===== src/rtl/tone_sequencer.sv =====
// Plays an 8-note C4..C5 scale, one note per beat with a silent gap after each,
// driving the half-period limit for a downstream toggling clock divider.
module tone_sequencer #(
    parameter int unsigned BEAT_CYC = 32'd25_000_000,
    parameter int unsigned GAP_CYC  = 32'd2_500_000
) (
    input  logic        clock,
    input  logic        reset,
    input  logic        start,
    input  logic        stop,
    input  logic        loop_en,
    output logic [31:0] limit,
    output logic        tone_en,
    output logic        busy,
    output logic [2:0]  note_idx,
    output logic        done
);

    typedef enum logic [1:0] {StIdle, StPlay, StGap} state_e;

    state_e      state_q, state_d;
    logic [31:0] cnt_q, cnt_d;
    logic [2:0]  idx_q, idx_d;
    logic [31:0] limit_q, limit_d;
    logic        tone_en_q, tone_en_d;
    logic        busy_q, busy_d;
    logic        done_q, done_d;

    function automatic logic [31:0] note_limit(input logic [2:0] idx);
        logic [31:0] lim;
        case (idx)
            3'd0:    lim = 32'd190840;
            3'd1:    lim = 32'd170068;
            3'd2:    lim = 32'd151515;
            3'd3:    lim = 32'd143266;
            3'd4:    lim = 32'd127551;
            3'd5:    lim = 32'd113636;
            3'd6:    lim = 32'd101214;
            default: lim = 32'd95602;
        endcase
        return lim;
    endfunction

    always_ff @(posedge clock or posedge reset) begin
        if (reset) begin
            state_q   <= StIdle;
            cnt_q     <= 32'd0;
            idx_q     <= 3'd0;
            limit_q   <= 32'd190840;
            tone_en_q <= 1'b0;
            busy_q    <= 1'b0;
            done_q    <= 1'b0;
        end else begin
            state_q   <= state_d;
            cnt_q     <= cnt_d;
            idx_q     <= idx_d;
            limit_q   <= limit_d;
            tone_en_q <= tone_en_d;
            busy_q    <= busy_d;
            done_q    <= done_d;
        end
    end

    // stop outranks both start and any counter expiry
    always_comb begin
        state_d = state_q;
        unique case (state_q)
            StIdle: begin
                if (start && !stop) state_d = StPlay;
            end
            StPlay: begin
                if (stop)                             state_d = StIdle;
                else if (cnt_q == BEAT_CYC - 32'd1)   state_d = StGap;
            end
            StGap: begin
                if (stop) begin
                    state_d = StIdle;
                end else if (cnt_q == GAP_CYC - 32'd1) begin
                    if (idx_q != 3'd7 || loop_en) state_d = StPlay;
                    else                          state_d = StIdle;
                end
            end
            default: state_d = StIdle;
        endcase
    end

    always_comb begin
        cnt_d = (state_d != state_q || state_q == StIdle) ? 32'd0 : cnt_q + 32'd1;

        idx_d = idx_q;
        if (state_d == StIdle || state_q == StIdle) begin
            idx_d = 3'd0;
        end else if (state_q == StGap && state_d == StPlay) begin
            // 3-bit wrap takes note 7 back to note 0 when looping
            idx_d = idx_q + 3'd1;
        end

        limit_d   = note_limit(idx_d);
        tone_en_d = (state_d == StPlay);
        busy_d    = (state_d != StIdle);
        done_d    = (state_q == StGap) && (state_d == StIdle) && !stop;
    end

    assign limit    = limit_q;
    assign tone_en  = tone_en_q;
    assign busy     = busy_q;
    assign note_idx = idx_q;
    assign done     = done_q;

endmodule

===== config.mk =====
export PLATFORM = sky130hd
export DESIGN_NAME = tone_sequencer
export DESIGN_NICKNAME = d
export VERILOG_FILES = /design/src/rtl/tone_sequencer.sv
export SDC_FILE = /design/constraint.sdc
export NUM_CORES = 1
export LEC_CHECK = 0
export BUFFER_PORTS_ARGS = -buffer_cell sky130_fd_sc_hd__clkbuf_2
export CAP_MARGIN = 30
export CORE_ASPECT_RATIO = 1.25
export CORE_MARGIN = 5
export CORE_UTILIZATION = 50
export CTS_CLUSTER_DIAMETER = 30
export DETAILED_ROUTE_END_ITERATION = 12
export PLACE_DENSITY = 0.71
export SKIP_CTS_REPAIR_TIMING = 1
export SLEW_MARGIN = 40
export SYNTH_ARGS = -nofsm -noshare
export SYNTH_HDL_FRONTEND = slang
export SYNTH_SLANG_ARGS = --single-unit

===== constraint.sdc =====
create_clock -name clock -period 3.9 [get_ports clock]
set_input_delay 0.585 -clock clock [delete_from_list [all_inputs] [get_ports clock]]
set_output_delay 0.585 -clock clock [all_outputs]
set_load 0.01 [all_outputs]

=== Yosys cells after proc, flatten, opt, wreduce, memory -nomap -nowiden ===
Cells that the tools add are included.

* Output and inout port bits: 38
* Bits of input ports: 5
* Logic and storage cells: 45
* Register bits: 72

* Reductions and logical operators: 12
* Mux-type cells: 11
* Add/subtract/negate cells: 2
* Eq/ne operators: 13

{| class="wikitable"
|+ Operators by type and width
! cell !! count
|-
| $pmux W18 S7 || 1
|-
| $add A32 B1 Y32 const B || 1
|-
| $eq A32 B22 Y1 const B || 1
|-
| $eq A32 B25 Y1 const B || 1
|-
| $mux W32 || 1
|-
| $mux W2 || 5
|-
| $eq A3 B3 Y1 const B || 3
|-
| $eq A3 B2 Y1 const B || 2
|-
| $mux W3 || 2
|-
| $pmux W2 S3 || 1
|-
| $eq A2 B1 Y1 const B || 2
|-
| $logic_and A1 B1 Y1 || 4
|-
| $logic_not A2 Y1 || 2
|-
| $add A3 B1 Y3 const B || 1
|-
| $eq A3 B1 Y1 const B || 1
|-
| $logic_not A3 Y1 || 1
|-
| $logic_or A1 B1 Y1 || 3
|-
| $ne A3 B3 Y1 const B || 1
|-
| $eq A2 B2 Y1 const B || 1
|-
| $ne A2 B2 Y1 || 1
|-
| $reduce_bool A2 Y1 || 1
|-
| $logic_not A1 Y1 || 1
|-
| $mux W1 || 1
|}

=== Logic depth before layout (Yosys ltp) ===
* Depth after elaboration: 12
* Gate-level depth with buffers: 9
* Depth with buffers taken out: 7

=== Worst setup path after synthesis ===
Ideal clock, no wire load.

* Path kind: flip-flop to flip-flop
* From: register idx_q[0] (netlist: note_idx[0])
* To: register limit_q[10] (netlist: limit[10])
* Library setup time: 0.120 ns
* Period minus slack after synthesis: 2.407 ns
* Data required time: 3.780 ns
* Data arrival time: 2.287 ns
* Buffers on the path: 1
* Path slack: 1.493 ns
* Stages on the path, launching flop included: 9
* Path through: dfrtp_1 > ha_1 > ha_1 > nor2b_1 > or3_1 > buf_2 > nor3_4 > mux2_1 > and3_1

* Word-level cells in the longest chain between the ends: 12
* Elaborated cells on any way between the ends: 21
* Classes of those cells: add/sub: 1; eq/ne: 8; mux: 7; reduce/logical: 5

{| class="wikitable"
|+ Ends and longest elaborated chain
! item !! RTL line !! source
|-
| start: declaration || 23 || <nowiki>logic [2:0] idx_q, idx_d;</nowiki>
|-
| start signal: assignment || 56 || <nowiki>idx_q <= idx_d;</nowiki>
|-
| $ne A3 B3 Y1 || 79 || <nowiki>if (idx_q != 3'd7 || loop_en) state_d = StPlay;</nowiki>
|-
| $logic_or A1 B1 Y1 || 79 ||
|-
| $mux W1 || 79 ||
|-
| $mux W2 || 78 || <nowiki>end else if (cnt_q == GAP_CYC - 32'd1) begin</nowiki>
|-
| $mux W2 || 76 || <nowiki>if (stop) begin</nowiki>
|-
| $pmux W2 S3 || 67 || <nowiki>unique case (state_q)</nowiki>
|-
| $eq A2 B1 Y1 || 93 || <nowiki>end else if (state_q == StGap && state_d == StPlay) begin</nowiki>
|-
| $logic_and A1 B1 Y1 || 93 ||
|-
| $mux W3 || 93 ||
|-
| $mux W3 * || 91 || <nowiki>if (state_d == StIdle || state_q == StIdle) begin</nowiki>
|-
| $eq A3 B3 Y1, or another cell as far along || 31 || <nowiki>case (idx)</nowiki>
|-
| $pmux W18 S7 * || 31 ||
|-
| net limit_d[10] || 24 || <nowiki>logic [31:0] limit_q, limit_d;</nowiki>
|-
| end signal: assignment || 57 || <nowiki>limit_q <= limit_d;</nowiki>
|-
| end: declaration || 24 ||
|}

The timed path passes the listed nets; every way through them passes the cells marked *.

=== Worst setup path in the final report ===
Ends and elaborated chain as after synthesis.

==> summary.md <==
| Metric | Value |
|---|---|
| RSZ-0062 raised after global routing | `false` |
| Post-DP HPWL | `4.272 mm` |
| Global Route Usage Sum | `15.51%` |
| Hold WC Path Type | `in2async` |
| Overflow after GRT | `0` |
| Setup crit end kind | `flop` |
| Layout Skew | `0.01055 ns` |
| Period utilization | `74.30%` |
| Worst slew pin tran | `0.6686 ns` |
| Top-area cell type share of the netlist area | `37.27%` |
| Power per cell area | `296.6 nW/um^2` |
| Crit path DAT | `3.10 ns` |
| TritonCTS Buffers | `5` |
| Cells on worst reg2reg path | `7` |
| Largest family of logic cells by synthesized area | `simple AND/OR/NAND/NOR gates` |
| Reg-to-Reg End | `limit[10]` |
| Drt wl/cell | `13.81 um` |
| Synth unique cells | `56` |
| Num ports | `43` |
| Port bufs | `28` |
| Largest delay share family, worst path | `simple AND/OR/NAND/NOR gates` |
| Register share of total power | `58.7%` |
| Setup-failing EPs final | `0` |
| XOR/XNOR Fraction of Synth Area | `8.882%` |
| Fin crit period | `2.898 ns` |
| Iter 0 DRT Violations | `81` |
| Synth-to-layout area growth | `6.701%` |
| CP Cell Sequence | `ha_1 > ha_1 > nor2b_1 > or3_1 > nor3_4 > mux2_1 > and3_1` |
| Post-synthesis cell count | `327` |
| Final GP Congestion | `0.8576` |
| Maximum clock path buffer count | `2` |
| Synth area leader | `dfrtp_1` |
| Total core area | `6166 um^2` |
| Final slew viol count | `0` |
| Cell mode on critical path | `ha_1` |
| Post-route cell area | `3367 um^2` |
| Ys flop type | `dfrtp_1` |
| Synth Area in Simple Gates | `27.24%` |
| Crit-path slowest cell | `nor3_4` |
| Metal1 wirelength | `2.554 mm` |
| Slew headroom | `55.42%` |
| Switching power | `0.0002148 W` |
| Die ar. | `8010 um^2` |
| Outcome | `finished clean` |
| Max Cap Violations | `0` |
| Final nets | `353` |
| CTS tree | `yes` |
| Wirelength, routed | `5.953 mm` |
| Worst EP required | `4.10 ns` |
| Sw frac | `21.52%` |
| Clock Pin Slew Worst Setup and Hold Paths | `0.10 ns` |
| Slowest stage delay, CP | `0.59 ns` |
| Overall die height | `98.82 um` |
| Post-synthesis sequential area ratio | `44.77%` |
| Hold slack | `0.2333 ns` |
| Post-synthesis mux area share | `2.419%` |
| Placed cell areas | `3256 um^2` |
| Post-Synth Adder-Cell Area | `1.190%` |
| Placed Cells | `423` |
| Antenna Cells | `0` |
| Routed length on met3 | `250 um` |
| Top post-synthesis cells by area | `dfrtp_1, dfstp_2, xnor2_1, nor2_1, buf_4` |
| Setup TNS | `0 ns` |
| YS warnings | `0` |
| CP startpoint kind | `flop` |
| Max layer used | `met4` |
| Die Span X | `81.06 um` |
| Worst-skew pair later-pin latency | `0.30 ns` |
| Crit path buffers/inverters | `0` |
| Initial antenna violation count | `0` |
| Ys async rst share | `100.0%` |
| Comb power frac | `4.2%` |
| Final non-filler cell total | `431` |
| P_leak | `1.368 nW` |
| Syn Std Cell Area | `3156 um^2` |
| Antenna Violating Nets Remaining | `0` |
| Share of cells above drive strength 1 | `18.21%` |
| Final Hold Vio Count | `0` |
| FMAX | `0.3451 GHz` |
| Compound-Gate Fraction of Synth Area | `7.415%` |
| CTS Sinks | `56` |
| FF+latch count, synth | `56` |
| Worst Path Class, Setup | `reg2reg` |
| P_int | `0.0007836 W` |
| Syn Area/Cell | `9.650 um^2` |
| CP Max Fanout | `17` |
| Row count | `32` |
| Peak supply drop | `0.0001699 V` |
| Vias | `2333` |
| Vias in the first global route | `2241` |
| WL met2 | `3.133 mm` |
| Clock share of power | `37.1%` |
| Post-synth EDFFs | `0` |
| First-pass GRT wire length | `9.942 mm` |
| Reg2reg start | `note_idx[0]` |
| Reg-to-reg slack, setup | `1.00 ns` |
| DRC Markers | `0` |
| Root Buffer | `clkbuf_8` |
| Initial Util | `51.18%` |
| Router iterations before antenna repair | `4` |
| Via density | `5.413` |
| H-Tree Depth | `2` |
| Largest net degree at the start of global routing | `37` |
## power by group through the flow
stage / Clock, W / Sequential, W / Combinational (W)
2_1_floorplan: 0 / 0.000597 / 0.0000396
3_3_place_gp: 0 / 0.000597 / 0.0000426
3_5_place_dp: 0 / 0.000597 / 0.0000430
4_1_cts: 0.000386 / 0.000586 / 0.0000431
5_1_grt: 0.000415 / 0.000587 / 0.0000484
6_report: 0.000371 / 0.000586 / 0.0000420
## cell type report
cell class | instances | area [um^2]
inverter | 9 | 33.78
tap | 85 | 106.4
fill | 591 | 2799
sequential | 56 | 1413
clock inverter | 3 | 42.54
timing repair buffer | 31 | 162.7
clock buffer | 5 | 68.82
multi-input combinational | 242 | 1540
## metrics by stage
step	setup WS, ns	utilization (%)	total power (W)
after global placement	1.086	52.80	0.0006393
after floorplan	1.493	-	0.0006369
after detailed placement	1.046	52.80	0.0006398
after CTS	1.024	54.61	0.001015
after global routing	0.8745	54.61	0.001050
final	1.002	54.61	0.0009985
## placed cells by master, fill, tap and decap left out, types with 2 or more instances in the layout
cell type and count:
and4_1 4, xor2_1 8, inv_1 8, xnor2_1 24, nand2_1 21, a21o_1 4, nor2b_1 3, dfrtp_1 47
nand2b_1 4, or3_1 3, nor4b_2 2, nand4_2 3, conb_1 14, clkbuf_2 28, nor4_2 2, clkbuf_8 5
nor2_1 47, mux2i_1 5, a21oi_1 6, o31ai_1 2, ha_1 3, nor3_1 11, a211oi_1 4, dfstp_2 9
o211ai_1 4, nand3_1 14, nand4_1 8, nor3b_1 2, nor4b_1 2, and3_1 6, o21ai_0 2, nor4_1 11
and2_1 2, a31oi_1 2, buf_4 3
## worst max path at each step
stage | from | to | cells after the start
after floorplan | note_idx[0] | limit[10] | 8
after global placement | note_idx[0] | limit[10] | 7
after detailed placement | note_idx[0] | limit[10] | 7
after CTS | note_idx[0] | limit[10] | 7
after global routing | note_idx[0] | limit[10] | 7
final | note_idx[0] | limit[10] | 7
## routing by layer
| metal | vias up | track usage (%) |
|---|---|---|
| li1 | 1148 | - |
| met1 | 1128 | 18.48 |
| met2 | 55 | 27.20 |
| met3 | 2 | 3.473 |
| met4 | 0 | 5.072 |
| met5 | - | 0 |
## flip-flops by register name, indices dropped and copies added (netlist names)
| signal | flops |
|---|---|
| done | 1 |
| limit | 16 |
| state_q | 2 |
| tone_en | 1 |
| cnt_q | 32 |
| busy | 1 |
| note_idx | 3 |
## synthesized netlist by cell type (6+ instances only)
| cell | n |
|---|---|
| nand3_1 | 14 |
| inv_1 | 9 |
| dfstp_2 | 9 |
| buf_4 | 17 |
| a21oi_1 | 6 |
| nand2_1 | 21 |
| xnor2_1 | 24 |
| and3_1 | 6 |
| dfrtp_1 | 47 |
| buf_2 | 6 |
| nor2_1 | 47 |
| nor3_1 | 11 |
| nor4_1 | 11 |
| clkbuf_1 | 6 |
| xor2_1 | 8 |
| nand4_1 | 8 |
## cells by family (layout without fill, tap and decap cells)
family,after synthesis,in the layout
simple gates,153,153
flops,56,56
buf+inv,42,48
compound gates,33,33
xor+xnor,32,32
mux,7,7
fa+ha+maj,3,3
other cells,1,14
## worst reg2reg max path: cells and delay by family (launching register included)
family / cells / cell delay (ns)
flip-flops: 1 / 0.57
AND/OR/NAND/NOR: 4 / 1.35
multiplexers: 1 / 0.41
adder cells (fa/ha/maj): 2 / 0.48
No activity file was read; power rests on OpenSTA's default activity.
